`config.mk`:
```
export PLATFORM = sky130hd
export DESIGN_NAME = shift_arbiter
export DESIGN_NICKNAME = d
export VERILOG_FILES = /design/src/rtl/shift_pkg.sv /design/src/rtl/shifter.sv /design/src/rtl/shift_arbiter.sv
export SDC_FILE = /design/constraint.sdc
export NUM_CORES = 1
export LEC_CHECK = 0
export ABC_AREA = 1
export CELL_PAD_IN_SITES_DETAIL_PLACEMENT = 1
export CELL_PAD_IN_SITES_GLOBAL_PLACEMENT = 1
export CORE_MARGIN = 2
export CORE_UTILIZATION = 37
export DETAILED_ROUTE_END_ITERATION = 12
export GPL_TIMING_DRIVEN = 1
export PLACE_DENSITY = 0.95
export SYNTH_ARGS = -nofsm -noshare
export SYNTH_HDL_FRONTEND = slang
export SYNTH_HIERARCHICAL = 1
export SYNTH_SLANG_ARGS = --single-unit
export TNS_END_PERCENT = 100
```
`constraint.sdc`:
```
create_clock -name clk -period 5.9 [get_ports clk]
set_clock_uncertainty 0.05 [all_clocks]
set_input_delay 1.18 -clock clk [delete_from_list [all_inputs] [get_ports clk]]
set_output_delay 1.18 -clock clk [all_outputs]
set_load 0.1 [all_outputs]
```
`src/rtl/shift_pkg.sv`:
```
// Shared shifter op encodings and default widths for the shift arbiter slice.
package shift_pkg;

   localparam logic [1:0] SH_SLL = 2'b00;
   localparam logic [1:0] SH_SRA = 2'b01;
   localparam logic [1:0] SH_SRL = 2'b10;
   localparam logic [1:0] SH_BAD = 2'b11;

   localparam int unsigned DEF_DATA_W  = 32;
   localparam int unsigned DEF_SHAMT_W = 5;

endpackage

```
`src/rtl/shifter.sv`:
```
// Combinational barrel shifter: SLL/SRA/SRL; the illegal encoding yields zero.
module shifter
   import shift_pkg::*;
#(
   parameter int unsigned DATA_W  = DEF_DATA_W,
   parameter int unsigned SHAMT_W = DEF_SHAMT_W
) (
   input  logic [DATA_W-1:0]  operand,
   input  logic [SHAMT_W-1:0] shamt,
   input  logic [1:0]         ctrl,
   output logic [DATA_W-1:0]  result
);

   always_comb begin
      result = '0;
      case (ctrl)
         SH_SLL:  result = operand << shamt;
         SH_SRA:  result = $signed(operand) >>> shamt;
         SH_SRL:  result = operand >> shamt;
         default: result = '0;
      endcase
   end

endmodule

```
`src/rtl/shift_arbiter.sv`:
```
// Two-requester valid/ready arbiter in front of one shared shifter, with a
// one-entry registered response slot tagged by the winning requester.
module shift_arbiter
   import shift_pkg::*;
#(
   parameter int unsigned DATA_W  = DEF_DATA_W,
   parameter int unsigned SHAMT_W = DEF_SHAMT_W,
   parameter bit          RR_EN   = 1'b1
) (
   input  logic               clk,
   input  logic               rst,

   input  logic               r0_valid,
   output logic               r0_ready,
   input  logic [DATA_W-1:0]  r0_data,
   input  logic [SHAMT_W-1:0] r0_shamt,
   input  logic [1:0]         r0_ctrl,

   input  logic               r1_valid,
   output logic               r1_ready,
   input  logic [DATA_W-1:0]  r1_data,
   input  logic [SHAMT_W-1:0] r1_shamt,
   input  logic [1:0]         r1_ctrl,

   output logic               rsp_valid,
   input  logic               rsp_ready,
   output logic [DATA_W-1:0]  rsp_data,
   output logic               rsp_id,
   output logic               rsp_err
);

   logic               last_gnt;
   logic               gnt;
   logic               slot_free;
   logic               accept;
   logic [DATA_W-1:0]  sh_operand;
   logic [SHAMT_W-1:0] sh_shamt;
   logic [1:0]         sh_ctrl;
   logic [DATA_W-1:0]  sh_result;

   always_comb begin
      gnt = 1'b0;
      if (r0_valid && r1_valid) begin
         gnt = RR_EN ? ~last_gnt : 1'b0;
      end else if (r1_valid) begin
         gnt = 1'b1;
      end
   end

   // Readies are forced low during reset so no op is consumed in that cycle.
   assign slot_free = ~rsp_valid | rsp_ready;
   assign r0_ready  = ~rst & slot_free & r0_valid & ~gnt;
   assign r1_ready  = ~rst & slot_free & r1_valid & gnt;
   assign accept    = r0_ready | r1_ready;

   assign sh_operand = gnt ? r1_data  : r0_data;
   assign sh_shamt   = gnt ? r1_shamt : r0_shamt;
   assign sh_ctrl    = gnt ? r1_ctrl  : r0_ctrl;

   shifter #(
      .DATA_W  (DATA_W),
      .SHAMT_W (SHAMT_W)
   ) u_shifter (
      .operand (sh_operand),
      .shamt   (sh_shamt),
      .ctrl    (sh_ctrl),
      .result  (sh_result)
   );

   always_ff @(posedge clk) begin
      if (rst) begin
         rsp_valid <= 1'b0;
         rsp_data  <= '0;
         rsp_id    <= 1'b0;
         rsp_err   <= 1'b0;
         last_gnt  <= 1'b1;
      end else if (accept) begin
         rsp_valid <= 1'b1;
         rsp_data  <= sh_result;
         rsp_id    <= gnt;
         rsp_err   <= (sh_ctrl == SH_BAD);
         last_gnt  <= gnt;
      end else if (rsp_ready) begin
         rsp_valid <= 1'b0;
      end
   end

endmodule

```
==> qor.csv <==
stage,metric,value,unit
yosys,ys_types,32,
sta,finalSetupViolCount,0,
setup_path,reg2regPathDepth,19,
yosys,synth.area.top_cells,"nand2_1 31%, nand3_1 28%, dfxtp_1 13%, nor2_1 6.7%, inv_1 4.1%",
yosys,syn_area_per_cell,4.96,um2
power_and_ir_drop,max-vdd-ir-drop,121,uV
job,cap_violations,0,
finish,final-seq-area,721,um2
clock_tree,clk_pin_slew,50,ps
global_routing,grt_pass1_vias,7695,
yosys,synth_top_area_share,30.6,%
setup_path,crit_top_cell,nand2_1,
floorplan,coreArea,15000,um2
floorplan,die_h,127,um
route,wl_per_cell,16.5,um
clock_tree,cts_hold_buf,0,
floorplan,initial_core_util,37.5,%
clock_tree,clockRootBuffer,clkbuf_16,
finish,multi_input_comb_area,4230,um2
yosys,ys.flop_type,dfxtp_1,
sta,fin_setup_tns,0,ps
yosys,synth_area_leader_cell,nand2_1,
yosys,async_reset_ff_share,0,%
finish,areaGrowthSynthToFinish,22.1,%
sta,rsz0062_at_grt,false,
global_routing,grt_max_degree,69,
yosys,synth-seq-cells,36,
yosys,synth-edff-count,0,
finish,num_antenna_cells,0,
min_path,hold_depth,2,
route,dr_total_vias,7769,
finish,finalNonFillerCells,1388,
route,postRouteWirelength,22.8,mm
route,drtPass1Iterations,5,
setup_path,crit_fanout,37,
clock_tree,cts_max_level,2,
setup_path,critPathLaunchType,input port,
clock_tree,cts_buffers,5,
setup_path,r2r_end,rsp_data[22],
sta,worst_slew_pin_slew,1150,ps
sta,max_slew_margin,23.4,%
sta,min_period,4500,ps
setup_path,r2r_start,last_gnt,
setup_path,startpoint,r0_valid,
placed_design,dpl-instance-area,6730,um2
setup_path,required,6020,ps
min_path,hp-start,rsp_id,
global_routing,grt_pass1_wl,37.8,mm
global_routing,grt_usage,28.3,%
route,ant_nets,0,
clock_tree,cts_tree,done,
setup_path,path_cells,clkdlybuf4s50_1 > nand2_2 > nand2_2 > buf_4 > nand2_1 > nand2_1 > buf_4 > inv_4 > nand2_1 > nand3_1 > nand3_1 > nand2_1 > o21ai_0 > nor2_1 > nor2_1 > nand2_1 > inv_1 > nand2_1 > nand2_1 > nor2_1,
clock_tree,postCtsSetupBuffers,0,
clock_tree,cts.path.max_buffers,2,
finish,fin_area,6880,um2
floorplan,die_w,127,um
setup_path,cp.arrival,4620,ps
sta,max_freq,222,MHz
global_routing,antenna_found_initial,0,
placed_design,hpwl,17.5,mm
min_path,worstHoldEndpoint,rsp_id,
yosys,yosysWarnings,6,
power_and_ir_drop,pwr_density_cell,225,nW/um2
clock_tree,cts_sinks,36,
yosys,yosysMostFrequentCell,nand2_1,
finish,layout-drive-gt1-share,3.75,%
floorplan,io_pins,120,
floorplan,row_count,45,
floorplan,die-area,16200,um2
route,drt-vias-per-instance,5.60,
setup_path,crit_family,simple AND/OR/NAND/NOR gates,
setup_path,slowest_delay,510,ps
power_and_ir_drop,p_leak,3.45,nW
power_and_ir_drop,power,0.00155,W
yosys,yosys-top-cells-count,"460 x nand2_1, 317 x nand3_1, 100 x nor2_1",
clock_tree,clk-insertion-delay-late,280,ps
placed_design,numPlacedInstances,1380,
run_status,outcome,finished clean,
yosys,syn_inst,1137,
route,drt-initial-drc-count,641,
sta,maxSlewViolCount,0,
sta,hold_viol,0,
setup_path,rrSetupSlack,2480,ps
min_path,hp-class,flip-flop to flip-flop,
yosys,synth.cell_area,5640,um2
global_routing,gr-total-overflow,0,
clock_tree,cts.repair.resized,0,
setup_path,crit_type,input port to flip-flop,
setup_path,critPathSlowestCell,clkdlybuf4s50_1,
route,drcViolationCount,0,
setup_path,cp_num_buf_inv,5,
yosys,synth_nets,1220,
finish,nFillCells,2224,
setup_path,cp-end-kind,flip-flop,
finish,fin_nets,1282,
placed_design,port_buffers,119,
sta,finalCritPeriodShare,76.3,%
yosys,ys_seq_area_share,12.8,%
placed_design,place_congestion,0.972,
==> through the flow <==
stage,hold slack [ps],utilization [%],setup slack [ps]
floorplan,399,-,1800
CTS,429,45.8,1420
global route,451,45.8,1080
finish,427,45.8,1400
global placement,408,44.8,1320
detailed placement,424,44.8,1170
==> routing by layer <==
layer | vias to the layer above | GRT usage [%] | share of wire [%]
li1 | 3804 | - | -
met1 | 3637 | 36.2 | 43
met2 | 266 | 48.6 | 47
met3 | 62 | 3.22 | 5.3
met4 | 0 | 10.9 | 3.9
met5 | - | 0 | 0
==> area by class of cell <==
type / count / share of cell area [%]
clock buffers: 6 / 2.02
well taps: 188 / 3.42
clock inverters: 2 / 0.145
multi-input cells: 958 / 61.4
flip-flops and latches: 36 / 10.5
repair buffers: 128 / 18.6
inverters: 70 / 3.93
==> worst reg2reg max path: cells and delay by family (launching register included) <==
| kind | cells | cell delay (ps) |
|---|---|---|
| buf+inv | 4 | 1000 |
| compound gates | 1 | 290 |
| simple gates | 14 | 1630 |
| flops | 1 | 340 |
==> registers in the layout, summed over array words and instances (netlist names) <==
signal / cells
rsp_data: 32
last_gnt: 1
rsp_err: 1
rsp_id: 1
rsp_valid: 1
==> layout by cell type, fill, tap and decap left out, types with 3 or more instances in the layout <==
cell	n
a21oi_1	13
and2_1	9
buf_4	9
clkbuf_16	5
clkdlybuf4s50_1	117
dfxtp_1	36
inv_1	61
inv_2	6
inv_4	3
nand2_1	458
nand2_2	6
nand3_1	317
nand4_1	4
nor2_1	100
nor2_4	3
o211ai_1	9
o21ai_0	23
==> logic make-up (layout without fill, tap and decap cells) <==
family,Yosys count,after routing,share of synthesized area (%)
compound gates,51,51,5.33
buf+inv,143,206,12.4
flops,36,36,12.8
simple gates,907,907,69.5
==> power by group <==
| group | leakage (nW) | switching [W] | internal [W] | total (W) |
|---|---|---|---|---|
| clock | 0.0766 | 0.0000976 | 0.000166 | 0.000264 |
| sequential | 0.297 | 0.0000122 | 0.000265 | 0.000278 |
| combinational | 3.07 | 0.000715 | 0.000291 | 0.00101 |
| total | 3.45 | 0.000825 | 0.000722 | 0.00155 |
==> how the worst max path moves through the flow <==
stage	end	slack, ps	cells past startpoint
after CTS	rsp_data[22]	1420	20
after global routing	rsp_data[3]	1080	22
after global placement	rsp_data[25]	1320	17
final	rsp_data[22]	1400	20
after detailed placement	rsp_data[22]	1170	20
after floorplan	r0_ready	1800	5
(Power assumes the default switching activity.)
